==> src/rtl/demux3_buf.sv <==
// demux3_buf: registered 1-to-3 steering buffer.
// One word per cycle enters on a valid/ready port. in_sel chooses which of three
// independent output FIFOs receives it. A stalled consumer blocks only the words
// addressed to its own channel.
// Build option: define DEMUX3_DEPTH2_EN to give each channel two entries instead of one.
// If LENGTH is not defined elsewhere, the data width defaults to 32 bits.

`ifndef LENGTH
`define LENGTH 32
`endif

module demux3_buf #(
    parameter int LEN = `LENGTH
) (
    input  logic           clk,
    input  logic           rst,
    input  logic [LEN-1:0] in_data,
    input  logic [1:0]     in_sel,
    input  logic           in_valid,
    output logic           in_ready,
    output logic [LEN-1:0] out1_data,
    output logic [LEN-1:0] out2_data,
    output logic [LEN-1:0] out3_data,
    output logic           out1_valid,
    output logic           out2_valid,
    output logic           out3_valid,
    input  logic           out1_ready,
    input  logic           out2_ready,
    input  logic           out3_ready
);

    logic [2:0]     sel_oh_s;     // one-hot destination channel
    logic [2:0]     full_s;       // channel holds D words
    logic [2:0]     valid_s;      // channel holds at least one word
    logic [2:0]     out_ready_s;  // consumer ready, channel-indexed
    logic [2:0]     push_s;       // word written into channel this edge
    logic [2:0]     pop_s;        // head removed from channel this edge
    logic           accept_s;
    logic [LEN-1:0] head_s [3];

    assign out_ready_s = {out3_ready, out2_ready, out1_ready};

    // Decode in_sel into a one-hot channel select. Codes 10 and 11 both go to ch3.
    always_comb begin
        sel_oh_s = 3'b000;
        case (in_sel)
            2'b00:   sel_oh_s = 3'b001;
            2'b01:   sel_oh_s = 3'b010;
            2'b10:   sel_oh_s = 3'b100;
            2'b11:   sel_oh_s = 3'b100;
            default: sel_oh_s = 3'b100;
        endcase
    end

    // Ready looks only at the selected channel: it has room, or it drains on this edge.
    always_comb begin
        in_ready = 1'b0;
        if (rst) begin
            in_ready = 1'b0;
        end else begin
            in_ready = |(sel_oh_s & (~full_s | out_ready_s));
        end
    end

    assign accept_s = in_valid & in_ready;
    assign push_s   = sel_oh_s & {3{accept_s}};
    assign pop_s    = valid_s & out_ready_s;

    for (genvar k = 0; k < 3; k++) begin : g_ch
`ifdef DEMUX3_DEPTH2_EN
        logic [LEN-1:0] mem_r [2];
        logic           rd_ptr_r;
        logic           wr_ptr_r;
        logic [1:0]     cnt_r;

        // Two-entry circular buffer. Both pointers toggle, so they wrap from 1 back to 0.
        // When the channel is full and a push and a pop land on the same edge, the write
        // slot is the slot being drained.
        always_ff @(posedge clk) begin
            if (rst) begin
                mem_r[0] <= {LEN{1'b0}};
                mem_r[1] <= {LEN{1'b0}};
                rd_ptr_r <= 1'b0;
                wr_ptr_r <= 1'b0;
                cnt_r    <= 2'd0;
            end else begin
                if (push_s[k]) begin
                    mem_r[wr_ptr_r] <= in_data;
                    wr_ptr_r        <= ~wr_ptr_r;
                end
                if (pop_s[k]) begin
                    rd_ptr_r <= ~rd_ptr_r;
                end
                case ({push_s[k], pop_s[k]})
                    2'b10:   cnt_r <= cnt_r + 2'd1;
                    2'b01:   cnt_r <= cnt_r - 2'd1;
                    default: cnt_r <= cnt_r;
                endcase
            end
        end

        assign full_s[k]  = (cnt_r == 2'd2);
        assign valid_s[k] = (cnt_r != 2'd0);
        assign head_s[k]  = mem_r[rd_ptr_r];
`else
        logic [LEN-1:0] data_r;
        logic           valid_r;

        // Single holding register. A full channel refills only on an edge where it also drains.
        always_ff @(posedge clk) begin
            if (rst) begin
                data_r  <= {LEN{1'b0}};
                valid_r <= 1'b0;
            end else begin
                if (push_s[k]) begin
                    data_r <= in_data;
                end
                valid_r <= push_s[k] | (valid_r & ~pop_s[k]);
            end
        end

        assign full_s[k]  = valid_r;
        assign valid_s[k] = valid_r;
        assign head_s[k]  = data_r;
`endif
    end

    assign out1_data  = head_s[0];
    assign out2_data  = head_s[1];
    assign out3_data  = head_s[2];
    assign out1_valid = valid_s[0];
    assign out2_valid = valid_s[1];
    assign out3_valid = valid_s[2];

endmodule

==> config.mk <==
export PLATFORM = sky130hd
export DESIGN_NAME = demux3_buf
export DESIGN_NICKNAME = d
export VERILOG_FILES = /design/src/rtl/demux3_buf.sv
export SDC_FILE = /design/constraint.sdc
export NUM_CORES = 1
export LEC_CHECK = 0
export ABC_AREA = 1
export CORE_AREA = 5 5 100 102
export CTS_CLUSTER_SIZE = 24
export DETAILED_ROUTE_END_ITERATION = 7
export DIE_AREA = 0 0 105 107
export GPL_TIMING_DRIVEN = 0
export PLACE_DENSITY_LB_ADDON = 0.12
export SYNTH_ARGS = -nofsm -noshare
export SYNTH_HDL_FRONTEND = slang
export SYNTH_SLANG_ARGS = --single-unit
==> constraint.sdc <==
create_clock -name clk -period 1.94 [get_ports clk]
set_clock_uncertainty 0.05 [all_clocks]
set_input_delay 0.388 -clock clk [delete_from_list [all_inputs] [get_ports clk]]
set_output_delay 0.388 -clock clk [all_outputs]
set_load 0.02 [all_outputs]
-- Yosys cells after proc, flatten, opt, wreduce, memory -nomap -nowiden
Index checks and enable logic that the tools add are counted.
- multiplexer cells: 2
- div/mod/pow operators: 0
- $mul: 0
- equal/unequal tests: 3
- reduce and logical (&&, ||, !) cells: 3
- bitwise logic cells: 15
- order comparisons: 0
- shift-type cells: 0
- add/sub/neg operators: 0
- operator list (operator ; count):
    3-bit AND ; 3
    3-bit one-hot mux with 3 select lines ; 1
    1-bit AND ; 4
    2-bit equality test (second input constant) ; 2
    1-bit inverter ; 3
    3-bit inverter ; 1
    1-bit OR ; 3
    3-bit OR ; 1
    3-bit OR reduction ; 1
    2-bit by 1-bit equality test with 1-bit output (second input constant) ; 1
    2-bit logical NOT ; 1
    2-bit OR reduction ; 1
    1-bit 2-to-1 mux ; 1
- memory bits (writable): 0
- bits in read-only memories: 0
- latch bits: 0
- memories: 0
- logic and storage cells: 29
- output and inout port bits: 100
- bits in registers: 99

-- Longest topological paths before layout
- word-level depth: 9
- gate-level depth with buffers: 10
- gate-level depth less buffers: 8

-- Worst setup path after synthesis
No wires, ideal clock.
- kind: input to output
- start: input port rst
- end: output port in_ready
- cell stages on the path: 5
- arrival: 1168 ps
- slack: 334 ps
- cell sequence: inv_2 -> buf_2 -> buf_1 -> nand2_1 -> inv_1
- word-level cells in the longest chain between the ends: 1
- RTL lines (item ; RTL line ; RTL):
    from (decl) ; 16 ; input logic rst,
    1-bit 2-to-1 mux ; 58 ; if (rst) begin
    to (decl) ; 20 ; output logic in_ready,
No other way between the ends.

-- Final worst setup path
- start: register g_ch[2].data_r[31] (netlist: out3_data[31])
- end: output port out3_data[31]
- RTL lines (item ; RTL line ; RTL):
    from (decl) ; 106 ; logic [LEN-1:0] data_r;
    from (signal assigned) ; 112 ; data_r <= {LEN{1'b0}};
    from (signal assigned) ; 116 ; data_r <= in_data;
    to (decl) ; 23 ; output logic [LEN-1:0] out3_data,
No word-level cell between the ends.

==> results.cfg <==
[status]
outcome = finished clean

[drt]
vias = 3890
routed_wl_um = 11380
antenna_left = 0
viasPerCell = 4.337
wire_per_inst_um = 12.68
initialDrtViolationCount = 125
drt_first_pass_iters = 4
drc_errors = 0

[yosys]
syn_area_per_cell_um2 = 6.468
synth-edff-count = 0
synth_top_cell_by_area = dfxtp_1
synthCells = 632
synth.most_common_cell = nand2_1
syn_nets = 672
ys.flop_type = dfxtp_1
synth_top_area_share = 0.4848
async_flop_share = 0
ys_seq_area_frac = 0.4848
yosys_warnings = 0
netlist_top_cells_area = dfxtp_1 (48%), nand2_1 (18%), nor2_1 (18%)
ys_ff_latch = 99
yosys-top-cells-count = nand2_1 (199), nor2_1 (194), inv_1 (101), dfxtp_1 (99), buf_4 (9)
yosysUniqueCellTypes = 13
netlist_area_mm2 = 0.004088

[worst_setup_path]
cp.arrival_ps = 1370
crit_chain = clkdlybuf4s50_1
path_max_fanout = 2
path_buf_inv = 1
worst_path_max_delay_cell = clkdlybuf4s50_1
crit_type = reg -> out
end_kind = primary output
slowest_delay_ps = 660
critical_path.top_delay_family = buffers and inverters
start_kind = flip-flop
required_ps = 1500

[clock_network]
clkSinkCount = 99
htreeDepth = 3
root_buffer = clkbuf_8
cts.path.max_buffers = 2
cts.clk_slew.worst_paths_ps = 90
cts_buffers = 9
cts_hold_buf = 0
cts_tree = done
clk_latency_ps = 350

[power_and_ir_drop]
leakagePower_nw = 2.994
ir_drop_uv = 391.5
power_density_mw_per_mm2 = 713.2
power_w = 0.004171

[timing]
period_minus_slack_ps = 1804
finalWorstSetupSlack_ps = 136.3
drv_slew = 0
fmax_ghz = 0.5544
tightest_slew_ps = 530.6
period_share = 0.9298
hold_viol_final = 0
setup_viol_count_final = 0
rsz0062_at_grt = no
slew_headroom = 0.6463

[flow_run]
max_cap_violations = 0

[cells_and_area]
fill_cells = 818
area_delta_synth_final_pct = 43.07
antenna_cells = 0
nets = 822
layout-drive-gt1-share = 0.05216

[floorplan]
ios = 140
rows = 35
start_util = 0.4531
die_width_um = 105
coreArea_mm2 = 0.009021
dieArea_mm2 = 0.01124
die_h_um = 107

[grt]
grt_overflow = 0
antenna_found_initial = 0
grt_use_total = 0.2045
grt_max_degree = 20
grt_pass1_vias = 3914
grt_pass1_wl_um = 18600

[placed_design]
dp_hpwl_um = 8312
portBuffers = 139
dpl_worst_slack_ps = -976.1
place_congestion = 0.8276

[min_path]
hold_path.class = in -> reg
==> through the flow <==
stage,util,std cells,TNS [ps],hold slack (ps),instance area (µm²)
5_1_grt,0.6483,897,0,407.1,5848
3_5_place_dp,0.6227,882,-8486,438.2,5618
4_1_cts,0.6472,897,0,378.3,5838
3_3_place_gp,0.6227,882,-6444,435.6,5618
2_1_floorplan,-,632,0,407.1,4088
6_report,0.6483,897,0,399.4,5848
==> area by class of cell <==
type	instances	area [µm²]	area share
flip-flops and latches	99	1982	0.3389
multi-input cells	400	1524	0.2606
repair buffers	140	1400	0.2394
inverters	102	385.4	0.06590
plain buffers	30	210.2	0.03594
well taps	111	138.9	0.02375
clock buffers	11	131.4	0.02246
clock inverters	4	76.32	0.01305
==> sequential cells by signal, summed over array words and instances (netlist names) <==
signal      cells
out1_valid      1
out3_data      32
out3_valid      1
out2_valid      1
out2_data      32
out1_data      32
==> layer usage <==
metal	vias to the layer above	GRT usage	share of wire
met4	0	0.07032	0.017
met2	111	0.3480	0.47
met5	-	0	0
met3	20	0.05840	0.069
met1	1677	0.2471	0.44
li1	2082	-	-
==> report_power, final <==
group | leakage, nW | switching, W | total, W | internal [W]
sequential | 0.804 | 0.0000387 | 0.00214 | 0.00211
clock | 0.0996 | 0.000692 | 0.00142 | 0.000724
combinational | 2.09 | 0.000333 | 0.000611 | 0.000278
==> layout by cell type (no fill, tap or decap), types with 2 or more instances in the layout <==
cell,count
dfxtp_1,99
clkbuf_8,9
buf_6,6
clkbuf_1,10
a21oi_1,3
nor2_2,2
nand4_1,3
buf_4,11
nor2_1,192
nand2_1,199
buf_2,6
clkdlybuf4s50_1,135
inv_1,101
bufinv_16,2
dlymetal6s2s_1,2
==> cells by family after synthesis <==
group | after synthesis | synth area share
buf+inv | 133 | 0.1436
compound gates | 3 | 0.003672
simple gates | 397 | 0.3679
flops | 99 | 0.4848
==> timing repair <==
item / CTS / global route
endpoints found under the setup margin: 1 / 1
setup buffers: 1 / 0
resized for setup: 10 / 4
==> path summary, 6_finish.rpt <==
kind	slack, ps	end	depth (start not counted)	from
max reg2reg	460	out3_data[13]$_SDFFE_PP0P_	8	out1_valid$_SDFF_PP0_
min reg2reg	460	out3_valid$_SDFF_PP0_	2	out3_valid$_SDFF_PP0_
min	400	out1_valid$_SDFF_PP0_	2	rst
max	140	out3_data[31]	1	out3_data[31]$_SDFFE_PP0P_
Power figures use the tool's default switching activity.
